$ cat config.mk
export PLATFORM = sky130hd
export DESIGN_NAME = cache_refill_ctrl
export DESIGN_NICKNAME = d
export VERILOG_FILES = /design/src/rtl/cache_pkg.sv /design/src/rtl/cache_victim_sel.sv /design/src/rtl/cache_refill_ctrl.sv
export SDC_FILE = /design/constraint.sdc
export NUM_CORES = 1
export LEC_CHECK = 0
export BUFFER_PORTS_ARGS = -buffer_cell sky130_fd_sc_hd__buf_2
export CAP_MARGIN = 20
export CORE_MARGIN = 2
export CORE_UTILIZATION = 35
export DETAILED_ROUTE_END_ITERATION = 8
export PLACE_DENSITY = 0.76
export SYNTH_ARGS = -nofsm -noshare
export SYNTH_HDL_FRONTEND = slang
export SYNTH_HIERARCHICAL = 1
export SYNTH_SLANG_ARGS = --single-unit
$ cat constraint.sdc
create_clock -name clk_i -period 1.5 [get_ports clk_i]
set_input_delay 0.075 -clock clk_i [delete_from_list [all_inputs] [get_ports clk_i]]
set_output_delay 0.075 -clock clk_i [all_outputs]
set_load 0.02 [all_outputs]
$ cat src/rtl/cache_pkg.sv
// rtl/cache_pkg.sv - shared types and address-field helpers for the cache refill controller
// Contents: refill_state_e FSM encoding; tag_offset/tag_width address split helpers;
// tag_valid_bit giving the valid flag position inside a tag SRAM entry.
package cache_pkg;

    typedef enum logic [1:0] {
        IDLE = 2'd0,
        FILL = 2'd1,
        TAG  = 2'd2,
        DONE = 2'd3
    } refill_state_e;

    // Tag starts right above the word-in-line and set-index fields.
    function automatic int tag_offset(input int word_bits, input int index_bits);
        return word_bits + index_bits;
    endfunction

    function automatic int tag_width(input int addr_width, input int offset);
        return addr_width - offset;
    endfunction

    // Valid flag sits in the MSB of the tag entry.
    function automatic int tag_valid_bit(input int entry_width);
        return entry_width - 1;
    endfunction

endpackage

$ cat src/rtl/cache_victim_sel.sv
// rtl/cache_victim_sel.sv - victim way picker: lowest invalid way, else round-robin pointer
// Ports: clk_i/rst_i clock and sync active-high reset; way_valid_i set valid bits;
// take_i pick is consumed this cycle; victim_o one-hot victim way.
module cache_victim_sel
    import cache_pkg::*;
#(
    parameter int NUM_WAYS = 1
) (
    input  logic                clk_i,
    input  logic                rst_i,
    input  logic [NUM_WAYS-1:0] way_valid_i,
    input  logic                take_i,
    output logic [NUM_WAYS-1:0] victim_o
);

    localparam int RR_W = (NUM_WAYS > 1) ? $clog2(NUM_WAYS) : 1;
    localparam logic [RR_W-1:0] RR_LAST = RR_W'(NUM_WAYS - 1);

    logic [RR_W-1:0] r_rr;
    logic            w_found;

    always_comb begin
        victim_o = '0;
        w_found  = 1'b0;
        for (int i = 0; i < NUM_WAYS; i++) begin
            if (!way_valid_i[i] && !w_found) begin
                victim_o[i] = 1'b1;
                w_found     = 1'b1;
            end
        end
        if (!w_found) begin
            for (int i = 0; i < NUM_WAYS; i++) begin
                victim_o[i] = (r_rr == RR_W'(i));
            end
        end
    end

    // The pointer only advances when it actually supplied the victim,
    // so filling invalid ways does not disturb the rotation.
    always_ff @(posedge clk_i) begin
        if (rst_i) begin
            r_rr <= '0;
        end else if (take_i && !w_found) begin
            r_rr <= (r_rr == RR_LAST) ? '0 : r_rr + 1'b1;
        end
    end

endmodule

$ cat src/rtl/cache_refill_ctrl.sv
// rtl/cache_refill_ctrl.sv - cache line refill controller: fetch line word by word, write data then tag
// Ports: clk_i/rst_i clock and sync active-high reset; miss_i/addr_i/way_valid_i miss request;
// busy_o/done_o stall and completion; mem_* single-word read bus; data_* data SRAM write port;
// tag_* tag SRAM write port; fwd_valid_o/fwd_data_o first returned word (macro only).
// Option: define CACHE_REFILL_CRITICAL_WORD_FIRST_EN to fetch the missing word first.
module cache_refill_ctrl
    import cache_pkg::*;
#(
    parameter int NUM_WAYS            = 1,
    parameter int ADDR_WIDTH          = 32,
    parameter int DATA_WIDTH          = 32,
    parameter int CLINE_SIZE_WORD     = 4,
    parameter int CLINE_ADDR_WIDTH    = 7,
    parameter int TAG_SRAM_DATA_WIDTH = 32
) (
    input  logic                                                 clk_i,
    input  logic                                                 rst_i,
    input  logic                                                 miss_i,
    input  logic [ADDR_WIDTH-1:0]                                addr_i,
    input  logic [NUM_WAYS-1:0]                                  way_valid_i,
    output logic                                                 busy_o,
    output logic                                                 done_o,
    output logic                                                 mem_req_o,
    output logic [ADDR_WIDTH-1:0]                                mem_addr_o,
    input  logic                                                 mem_gnt_i,
    input  logic                                                 mem_rvalid_i,
    input  logic [DATA_WIDTH-1:0]                                mem_rdata_i,
    output logic                                                 data_we_o,
    output logic [NUM_WAYS-1:0]                                  data_way_o,
    output logic [CLINE_ADDR_WIDTH+$clog2(CLINE_SIZE_WORD)-1:0] data_addr_o,
    output logic [DATA_WIDTH-1:0]                                data_wdata_o,
    output logic                                                 tag_we_o,
    output logic [NUM_WAYS-1:0]                                  tag_way_o,
    output logic [CLINE_ADDR_WIDTH-1:0]                          tag_addr_o,
    output logic [TAG_SRAM_DATA_WIDTH-1:0]                       tag_wdata_o
`ifdef CACHE_REFILL_CRITICAL_WORD_FIRST_EN
    ,
    output logic                                                 fwd_valid_o,
    output logic [DATA_WIDTH-1:0]                                fwd_data_o
`endif
);

    localparam int W             = $clog2(CLINE_SIZE_WORD);
    localparam int TAG_OFFSET    = tag_offset(W, CLINE_ADDR_WIDTH);
    localparam int TAG_WIDTH     = tag_width(ADDR_WIDTH, TAG_OFFSET);
    localparam int TAG_VALID_BIT = tag_valid_bit(TAG_SRAM_DATA_WIDTH);
    localparam logic [W-1:0] LAST_WORD = W'(CLINE_SIZE_WORD - 1);

    refill_state_e                r_state;
    refill_state_e                w_state_nxt;
    logic [TAG_WIDTH-1:0]         r_tag;
    logic [CLINE_ADDR_WIDTH-1:0]  r_index;
    logic [W-1:0]                 r_start;
    logic [NUM_WAYS-1:0]          r_way;
    logic [W-1:0]                 r_req_cnt;
    logic [W-1:0]                 r_rsp_cnt;
    logic                         r_req_done;   // all words granted; req_cnt has wrapped to 0

    logic                         w_accept;
    logic [NUM_WAYS-1:0]          w_victim;
    logic [W-1:0]                 w_req_word;
    logic [W-1:0]                 w_rsp_word;
    logic                         w_unused_word;

    // DONE already has busy_o low, so a miss presented there is taken
    // rather than dropped.
    assign w_accept   = miss_i && ((r_state == IDLE) || (r_state == DONE));
    assign w_req_word = r_start + r_req_cnt;
    assign w_rsp_word = r_start + r_rsp_cnt;
    // Word offset of the miss only steers ordering in critical-word-first builds.
    assign w_unused_word = ^addr_i[W-1:0];

    cache_victim_sel #(
        .NUM_WAYS (NUM_WAYS)
    ) u_victim_sel (
        .clk_i       (clk_i),
        .rst_i       (rst_i),
        .way_valid_i (way_valid_i),
        .take_i      (w_accept),
        .victim_o    (w_victim)
    );

    always_ff @(posedge clk_i) begin
        if (rst_i) begin
            r_state    <= IDLE;
            r_tag      <= '0;
            r_index    <= '0;
            r_start    <= '0;
            r_way      <= '0;
            r_req_cnt  <= '0;
            r_rsp_cnt  <= '0;
            r_req_done <= 1'b0;
        end else begin
            r_state <= w_state_nxt;
            if (w_accept) begin
                r_tag      <= addr_i[TAG_OFFSET +: TAG_WIDTH];
                r_index    <= addr_i[W +: CLINE_ADDR_WIDTH];
`ifdef CACHE_REFILL_CRITICAL_WORD_FIRST_EN
                r_start    <= addr_i[W-1:0];
`else
                r_start    <= '0;
`endif
                r_way      <= w_victim;
                r_req_cnt  <= '0;
                r_rsp_cnt  <= '0;
                r_req_done <= 1'b0;
            end else if (r_state == FILL) begin
                // Grant and response counters move independently so a
                // response landing in its own grant cycle is still counted.
                if (!r_req_done && mem_gnt_i) begin
                    r_req_cnt <= r_req_cnt + 1'b1;
                    if (r_req_cnt == LAST_WORD) begin
                        r_req_done <= 1'b1;
                    end
                end
                if (mem_rvalid_i) begin
                    r_rsp_cnt <= r_rsp_cnt + 1'b1;
                end
            end
        end
    end

    always_comb begin
        w_state_nxt  = r_state;
        busy_o       = 1'b0;
        done_o       = 1'b0;
        mem_req_o    = 1'b0;
        mem_addr_o   = '0;
        data_we_o    = 1'b0;
        data_way_o   = '0;
        data_addr_o  = '0;
        data_wdata_o = '0;
        tag_we_o     = 1'b0;
        tag_way_o    = '0;
        tag_addr_o   = '0;
        tag_wdata_o  = '0;
`ifdef CACHE_REFILL_CRITICAL_WORD_FIRST_EN
        fwd_valid_o  = 1'b0;
        fwd_data_o   = '0;
`endif
        case (r_state)
            IDLE: begin
                if (miss_i) begin
                    w_state_nxt = FILL;
                end
            end
            FILL: begin
                busy_o = 1'b1;
                if (!r_req_done) begin
                    mem_req_o  = 1'b1;
                    mem_addr_o = {r_tag, r_index, w_req_word};
                end
                if (mem_rvalid_i) begin
                    data_we_o    = 1'b1;
                    data_way_o   = r_way;
                    data_addr_o  = {r_index, w_rsp_word};
                    data_wdata_o = mem_rdata_i;
`ifdef CACHE_REFILL_CRITICAL_WORD_FIRST_EN
                    fwd_valid_o  = (r_rsp_cnt == '0);
                    fwd_data_o   = (r_rsp_cnt == '0) ? mem_rdata_i : '0;
`endif
                    if (r_rsp_cnt == LAST_WORD) begin
                        w_state_nxt = TAG;
                    end
                end
            end
            TAG: begin
                // Tag goes last so the line only turns valid once every word is in.
                busy_o                     = 1'b1;
                tag_we_o                   = 1'b1;
                tag_way_o                  = r_way;
                tag_addr_o                 = r_index;
                tag_wdata_o[TAG_VALID_BIT] = 1'b1;
                tag_wdata_o[TAG_WIDTH-1:0] = r_tag;
                w_state_nxt                = DONE;
            end
            DONE: begin
                done_o      = 1'b1;
                w_state_nxt = miss_i ? FILL : IDLE;
            end
            default: begin
                w_state_nxt = IDLE;
            end
        endcase
    end

endmodule

==> flow_summary.yaml, run 1 <==
grt:
  grt_pass1_wl_um: 12500
  grt_overflow_total: 0
  gr-usage-all-layers: 0.215
  grt_pass1_vias: 2674
  grt_max_degree: 41
  antenna_found_initial: 0
power:
  powerDensity_nw_per_um2: 1480
  vdd_ir_drop_max_mv: 0.948
  leakage_uw: 0.00242
  finalPower_uw: 6660
setup_path:
  path_buf_inv: 4
  rrSetupSlack_ns: -0.13
  required_ns: 1.42
  cp-end-kind: "output pin"
  reg2reg_to: "r_tag[21]$_SDFFE_PP0P_"
  cp.arrival_ns: 1.62
  crit_family: "buffers and inverters"
  crit_slowest_cell: "dfxtp_2"
  reg2reg_depth: 9
  startpoint_type: "flop"
  regToRegStartpoint: "r_state[1]$_SDFFE_PP0P_"
  cp_cell_sequence: "inv_2, ha_4, nor2b_4, buf_4, buf_6, and2_1, buf_4"
  critPathMaxFanout: 5
  crit_cells: 7
  crit_top_cell: "buf_4"
  cp_slowest_stage_delay_ns: 0.33
  path_class: "reg2out"
floorplanning:
  start_util: 0.363
  rows: 29
  die_height_um: 85.4
  dieArea_um2: 7290
  io_pins: 189
  fp.coreArea_um2: 6390
  die_w_um: 85.4
timing:
  report.final.setup_viol: 141
  fin_crit_sh: 1.13
  tightest_slew_ns: 0.504
  slew_headroom: 0.664
  grt_setup_unrepaired: "true"
  hold_viol: 0
  fin_ws_ns: -0.197
  finClkSkew_ns: 0.00555
  drv_slew: 0
  period_needed_ns: 1.70
  max_freq_mhz: 589
place:
  place_congestion: 0.750
  dp_hpwl_um: 5440
  io_buffers: 177
  post-place-ws_ns: -0.0509
  place_area_um2: 3280
synthesis:
  synth_top_cell_by_area: "dfxtp_1"
  ys_warn_count: 6
  synth_top_area_share: 0.328
  synth_area_leaders: "dfxtp_1, and2_1, and3_1"
  netlist_area_um2: 2320
  syn_inst: 313
  synthDistinctLibCells: 27
  ys_seq_area_frac: 0.328
  avgSynthCellArea_um2: 7.41
  synth_seq_cells: 38
status:
  violations: "setup timing"
  outcome: "complete, but fails checks"
clocking:
  cts_root_buffer: "clkbuf_8"
  insertion_delay_ns: 0.29
  htreeDepth: 2
  numCtsBuffers: 5
  cts.clk_slew.worst_paths_ns: 0.08
  cts_buffer_depth: 2
  numClockSinks: 38
  cts_tree: "built"
route:
  totalWireLength_um: 9580
  vias_per_cell: 4.84
  antenna_left: 0
  drt_first_pass_iters: 5
  drc: 0
  routedWlPerCell_um: 16.4
  first_iter_violations: 54
  vias: 2820
final_layout:
  syn_to_final_growth_pct: 93.6
  fin_nets: 583
  fin_util: 0.703
  design_area_um2: 4490
  seqCellArea_um2: 766
  multi_input_area_um2: 1750
  drive_gt1_frac: 0.628
  n_antenna_cell: 0
  n_fill_cell: 511
min_path:
  whs_endpoint: "r_tag[9]$_SDFFE_PP0P_"
  holdPathStages: 3
  min_from: "addr_i[18]"
  hp-class: "in2reg"
run:
  maxCapViolations: 0
[worst register-to-register path, stage by stage, from the launching register on]
cell and delay (ns):
dfxtp_2 0.34, inv_2 0.05, buf_4 0.13, buf_6 0.12, ha_4 0.26, nand2b_4 0.21
clkinv_8 0.11, clkbuf_16 0.19, nand2_1 0.07, a21oi_1 0.05
[repair_timing]
| item | CTS | global route |
|---|---|---|
| setup buffers | 6 | 6 |
| gates resized for setup | 101 | 156 |
| pin swaps | 3 | 26 |
| cloned | 6 | 8 |
| setup endpoints to repair | 127 | 132 |
| hold buffers | 0 | 0 |
[synth_stat cells]
cell / count
mux2i_1: 2
nand3b_1: 1
o31ai_1: 1
nor3_1: 6
ha_1: 8
clkbuf_1: 15
dfxtp_1: 38
nand2_1: 63
and3b_1: 1
buf_2: 6
xor2_1: 2
a21oi_1: 32
buf_1: 1
inv_4: 1
o2111ai_1: 1
inv_1: 3
a31oi_1: 1
nand4_1: 1
a211oi_1: 1
conb_1: 2
nor2b_1: 4
buf_6: 3
nand2b_1: 4
buf_4: 11
and3_1: 42
a221oi_1: 1
and2_1: 62
[layer usage]
| layer | track usage | part of all wire |
|---|---|---|
| met1 | 0.233 | 0.37 |
| met2 | 0.421 | 0.55 |
| met3 | 0.0389 | 0.064 |
| met5 | 0 | 0 |
| met4 | 0.0592 | 0.014 |
[area by class of cell]
class / count / area share
multi-input combinational: 242 / 0.390
sequential: 38 / 0.171
tap: 77 / 0.0215
clock inverter: 2 / 0.00307
clock buffer: 6 / 0.0162
inverter: 4 / 0.00613
timing repair buffer: 214 / 0.393
[stage by stage]
| step | TNS, ns | cells | hold slack [ns] |
|---|---|---|---|
| after floorplan | 0 | 320 | 0.211 |
| after global placement | 0 | 551 | 0.315 |
| after detailed placement | -0.928 | 551 | 0.320 |
| after CTS | -8.41 | 571 | 0.00704 |
| after global routing | -21.89 | 583 | 0.00786 |
| final | -12.61 | 583 | 0.0151 |
[worst max path at each step]
| stage | end | startpoint |
|---|---|---|
| final | mem_addr_o[27] | r_state[1]$_SDFFE_PP0P_ |
| after global routing | mem_addr_o[27] | r_state[1]$_SDFFE_PP0P_ |
| after CTS | mem_addr_o[25] | r_state[1]$_SDFFE_PP0P_ |
| after detailed placement | mem_addr_o[8] | r_state[1]$_SDFFE_PP0P_ |
| after global placement | mem_addr_o[1] | r_state[1]$_SDFFE_PP0P_ |
| after floorplan | r_tag[13]$_SDFFE_PP0P_ | r_state[0]$_SDFFE_PP0P_ |
[logic make-up (layout without fill, tap and decap cells)]
| family | count (synthesis) | count (layout) | synth area share |
|---|---|---|---|
| buf+inv | 40 | 226 | 0.0966 |
| flops | 38 | 38 | 0.328 |
| fa+ha+maj | 8 | 8 | 0.0432 |
| other cells | 2 | 9 | 0.00324 |
| compound gates | 37 | 37 | 0.0858 |
| simple gates | 184 | 184 | 0.427 |
| mux | 2 | 2 | 0.00863 |
| xor+xnor | 2 | 2 | 0.00756 |
[state kept, by name, indices dropped and copies added (netlist names)]
| signal | flops |
|---|---|
| r_index | 7 |
| r_req_cnt | 2 |
| r_req_done | 1 |
| r_rsp_cnt | 2 |
| r_state | 2 |
| r_tag | 23 |
| r_way | 1 |
[cell usage in the layout, fill, tap and decap left out, types with 4 or more instances in the layout]
cell type	Yosys	layout
nand2_1	63	31
and2_1	62	34
a21oi_1	32	13
nor3_2	0	4
nand2_2	0	16
a21oi_2	0	19
buf_2	6	109
buf_12	0	4
and3_1	42	42
buf_6	3	54
ha_1	8	4
clkbuf_8	0	5
dfxtp_1	38	36
and2_4	0	28
nand2_4	0	16
conb_1	2	9
buf_8	0	4
clkbuf_16	0	6
buf_4	11	35
[report_power, final]
part / internal (uW) / switching, uW / leakage, uW
clock: 328 / 361 / 0.0000452
combinational: 2230 / 2340 / 0.00207
sequential: 1230 / 183 / 0.000312
No activity file was read; power rests on OpenSTA's default activity.
==> inputs of run 2 (changes only) <==
- REMOVE_ABC_BUFFERS: not set -> 1
==> flow_summary.yaml, run 2 (synthesis results as in run 1) <==
floorplanning:
  fp.coreArea_um2: 6390
  die_w_um: 85.4
  io_pins: 189
  dieArea_um2: 7290
  die_height_um: 85.4
  rows: 29
  start_util: 0.363
power:
  power.switching_uw: 2490
  combPwrFrac: 0.646
  powerDensity_nw_per_um2: 1380
  switching_share: 0.419
  leakage_uw: 0.00226
  seqPwrFrac: 0.233
  vdd_ir_drop_max_mv: 0.800
  power.internal_uw: 3450
  clkPwrFrac: 0.121
final_layout:
  multi_input_area_um2: 1560
  largest_reg_flops: 23
  top_regs: "r_tag (23), r_index (7)"
  mostFrequentLayoutCell: "buf_6"
  seqCellArea_um2: 763
  fin_nets: 571
  design_area_um2: 4310
  syn_to_final_growth_pct: 86.1
  n_fill_cell: 468
  drive_gt1_frac: 0.557
  top_register: "r_tag"
  final_cell_mix: "buf_6, buf_2, nand2_1"
timing:
  hold_viol: 0
  report.final.setup_viol: 126
  drv_slew: 0
  period_needed_ns: 1.62
  fin_crit_sh: 1.08
  fin_ws_ns: -0.117
  fin_setup_tns_ns: -6.05
  tightest_slew_ns: 0.798
  max_freq_mhz: 618
  slew_headroom: 0.468
  finClkSkew_ns: 0.00822
  grt_setup_unrepaired: "true"
clocking:
  numCtsBuffers: 5
  cts_buffer_depth: 2
  insertion_delay_ns: 0.28
  cts_root_buffer: "clkbuf_8"
  cts-hold-fix-buffers: 0
  cts.clk_slew.worst_paths_ns: 0.08
  htreeDepth: 2
  numClockSinks: 38
  cts_tree: "built"
route:
  wl_met3_um: 778
  dr_wl_met2_um: 4670
  drc: 0
  drt_first_pass_iters: 5
  routedWlPerCell_um: 15.5
  totalWireLength_um: 8850
  met1_length_um: 3220
  vias_per_cell: 4.98
  antenna_left: 0
  top_layer: "met4"
  vias: 2850
  first_iter_violations: 84
grt:
  grt_max_degree: 43
  grt_overflow_total: 0
  antenna_found_initial: 1
  grt_pass1_wl_um: 12000
  grt_pass1_vias: 2536
  gr-usage-all-layers: 0.206
place:
  io_buffers: 177
  dp_hpwl_um: 5390
  place_area_um2: 3290
  place_congestion: 0.910
setup_path:
  cp_slowest_stage_delay_ns: 0.35
  cp.arrival_ns: 1.54
  regToRegStartpoint: "r_state[0]$_SDFFE_PP0P_"
  path_buf_inv: 4
  startpoint_type: "flop"
  crit_family: "buffers and inverters"
  cp-end-kind: "output pin"
  crit_slowest_cell: "dfxtp_2"
  crit_start: "r_state[0]$_SDFFE_PP0P_"
  path_class: "reg2out"
  critPathMaxFanout: 9
  required_ns: 1.42
  cp_cell_sequence: "inv_2, buf_6, ha_4, bufbuf_16, and2_1, buf_6"
  crit_top_cell: "buf_6"
min_path:
  hp-class: "in2reg"
  min_from: "addr_i[6]"
run:
  maxCapViolations: 0
status:
  violations: "setup timing"
  outcome: "complete, but fails checks"
## run 2: cell count changes in the layout (fill, tap and decap cells not counted), moves of 15 or more
cell	before	now
a21oi_1	13	30
a21oi_2	19	2
and2_1	34	18
and2_4	28	44
buf_2	109	88
buf_4	35	10
buf_6	54	97
nand2_1	31	62
nand2_2	16	1
nand2_4	16	0
## run 2: layout make-up
| class | instances | share of cell area |
|---|---|---|
| Antenna cell | 1 | 0.000580 |
| Inverter | 4 | 0.00464 |
| Clock inverter | 1 | 0.00116 |
| Clock buffer | 7 | 0.0200 |
| Tap cell | 77 | 0.0223 |
| Multi-Input combinational cell | 242 | 0.362 |
| Sequential cell | 38 | 0.177 |
| Timing Repair Buffer | 202 | 0.412 |
## run 2: power by group through the flow
stage	logic, uW	registers [uW]	clock network [uW]
6_report	3840	1390	720
5_1_grt	4100	1410	794
4_1_cts	3420	1360	747
3_5_place_dp	2700	1370	0
3_3_place_gp	2640	1360	0
2_1_floorplan	1510	1340	0
## run 2: through the flow
step	util	cells	power [uW]	hold slack, ns	setup slack (ns)
final	0.676	572	5940	0.0183	-0.117
after global routing	0.676	572	6310	0.00787	-0.183
after CTS	0.598	570	5530	0.0102	-0.175
after detailed placement	0.516	554	4070	0.323	-0.0470
after global placement	0.516	554	4000	0.316	0.0156
after floorplan	-	284	2850	0.144	-1.03
## run 2: per-layer routing
metal / global-route usage / vias up
met5: 0 / -
met3: 0.0516 / 14
met4: 0.0707 / 0
met1: 0.227 / 1337
li1: - / 1360
met2: 0.381 / 139
## run 2: tightest hold or removal path, delay by kind of cell
kind            cells  cell delay [ns]
simple gates        1             0.04
compound gates      1             0.05
buf+inv             1             0.10
## run 2: final timing paths
path                                                end  slack, ns  cells past startpoint
worst min-delay path            r_index[4]$_SDFFE_PP0P_       0.02                      3
worst max-delay path                     tag_wdata_o[2]      -0.12                      6
worst max register to register   r_tag[15]$_SDFFE_PP0P_      -0.03                      8
worst min register to register   r_tag[19]$_SDFFE_PP0P_       0.47                      2
## run 2: what timing repair did
item,in CTS,in global routing
gates resized for setup,97,164
gates cloned,4,2
setup buffers,4,3
endpoints found under the setup margin,137,146
pin swaps,2,2
==> inputs of run 3 (changes only) <==
- REMOVE_ABC_BUFFERS: 1 -> not set
- SETUP_SLACK_MARGIN: not set -> 0.15
==> flow_summary.yaml, run 3 (synthesis results as in run 1) <==
setup_path:
  crit_path_end: "mem_addr_o[8]"
  path_class: "reg2out"
  required_ns: 1.42
  cp.arrival_ns: 1.62
  cp-end-kind: "output pin"
  crit_start: "r_state[1]$_SDFFE_PP0P_"
  critPathMaxFanout: 8
  regToRegStartpoint: "r_state[1]$_SDFFE_PP0P_"
  reg2reg_depth: 8
  rrSetupSlack_ns: -0.16
  reg2reg_to: "r_state[0]$_SDFFE_PP0P_"
  startpoint_type: "flop"
status:
  violations: "setup timing"
  outcome: "complete, but fails checks"
floorplanning:
  fp.coreArea_um2: 6390
  rows: 29
  start_util: 0.363
  die_height_um: 85.4
  io_pins: 189
  die_w_um: 85.4
  dieArea_um2: 7290
final_layout:
  final_cell_mix: "buf_6, buf_2, and2_4"
  mostFrequentLayoutCell: "buf_6"
  syn_to_final_growth_pct: 117
  fin_nets: 589
  top_register: "r_tag"
  design_area_um2: 5030
  n_fill_cell: 393
  instances_no_fill: 588
  top_regs: "r_tag (23), r_index (7)"
  drive_gt1_frac: 0.689
  largest_reg_flops: 23
  n_antenna_cell: 0
clocking:
  cts.clk_slew.worst_paths_ns: 0.08
  insertion_delay_ns: 0.28
  cts_tree: "built"
  numCtsBuffers: 5
  cts-hold-fix-buffers: 0
  cts_buffer_depth: 2
  cts_root_buffer: "clkbuf_8"
  htreeDepth: 2
  numClockSinks: 38
power:
  vdd_ir_drop_max_mv: 0.936
  clkPwrFrac: 0.115
  power.switching_uw: 3280
  leakage_uw: 0.00247
  combPwrFrac: 0.703
  seqPwrFrac: 0.182
  powerDensity_nw_per_um2: 1570
  power.internal_uw: 4600
  finalPower_uw: 7880
  switching_share: 0.416
timing:
  grt_setup_unrepaired: "true"
  report.final.setup_viol: 145
  fin_ws_ns: -0.194
  period_needed_ns: 1.69
  finClkSkew_ns: 0.00428
  fin_crit_sh: 1.13
  fin_setup_tns_ns: -12.91
  max_freq_mhz: 590
  slew_headroom: 0.489
  hold_viol: 0
  tightest_slew_ns: 0.766
  drv_slew: 0
grt:
  grt_pass1_wl_um: 14400
  gr-usage-all-layers: 0.253
  grt_overflow_total: 0
  grt_max_degree: 41
  antenna_found_initial: 0
  grt_pass1_vias: 2799
place:
  place_inst: 546
  io_buffers: 177
  dp_hpwl_um: 5150
  place_congestion: 0.747
  place_area_um2: 3240
route:
  totalWireLength_um: 11100
  vias_per_cell: 5.10
  drt_first_pass_iters: 4
  antenna_left: 0
  routedWlPerCell_um: 18.9
  drc: 0
  vias: 2997
  first_iter_violations: 129
min_path:
  holdPathStages: 3
  hp-class: "in2reg"
run:
  maxCapViolations: 0
==> run 3: per-stage QoR <==
| stage | util | worst slack, ns | hold slack (ns) |
|---|---|---|---|
| after global routing | 0.788 | -0.219 | 0.0152 |
| final | 0.788 | -0.194 | 0.0235 |
| after detailed placement | 0.507 | -0.0431 | 0.322 |
| after global placement | 0.507 | 0.0282 | 0.317 |
| after CTS | 0.693 | -0.151 | 0.0133 |
| after floorplan | - | 0.151 | 0.211 |
==> run 3: cell type report <==
type	count	area (um2)	share of cell area
Clock buffer	6	82.6	0.0164
Clock inverter	1	30.0	0.00597
Inverter	4	41.3	0.00820
Multi-Input combinational cell	242	1810	0.360
Sequential cell	38	766	0.152
Tap cell	77	96.3	0.0191
Timing Repair Buffer	217	2160	0.429
Timing Repair inverter	3	47.5	0.00945
==> run 3: power groups by stage <==
stage               sequential (uW)  clock, uW  combinational, uW
floorplan                      1350          0               1880
global route                   1460        953               5780
global placement               1380          0               2490
detailed placement             1390          0               2560
finish                         1440        904               5540
CTS                            1390        907               4420
==> run 3: worst min-delay path by stage <==
stage,from,to,slack [ns]
after CTS,addr_i[22],r_tag[13]$_SDFFE_PP0P_,0.01
after global routing,addr_i[8],r_index[6]$_SDFFE_PP0P_,0.02
final,addr_i[7],r_index[5]$_SDFFE_PP0P_,0.02
after global placement,addr_i[6],r_index[4]$_SDFFE_PP0P_,0.32
after floorplan,addr_i[9],r_tag[0]$_SDFFE_PP0P_,0.21
after detailed placement,addr_i[5],r_index[3]$_SDFFE_PP0P_,0.32
==> run 3: worst max-delay path: stages, from the launching register on <==
cell and delay [ns]:
dfxtp_2 0.34, inv_4 0.07, ha_4 0.12, nor2b_4 0.22, buf_6 0.16, buf_16 0.14
and2_4 0.15, buf_6 0.11
==> run 3: repair_timing <==
action	4_1_cts	5_1_grt
pin swaps	31	27
cloned	11	4
setup endpoints to repair	144	148
gates resized for setup	239	137
buffers inserted	13	7
==> run 3: metal layers <==
metal | global-route usage | wire length, um
met3 | 0.0574 | 877
met1 | 0.286 | 3870
met4 | 0.0765 | 181
met5 | 0 | 0
met2 | 0.471 | 6200
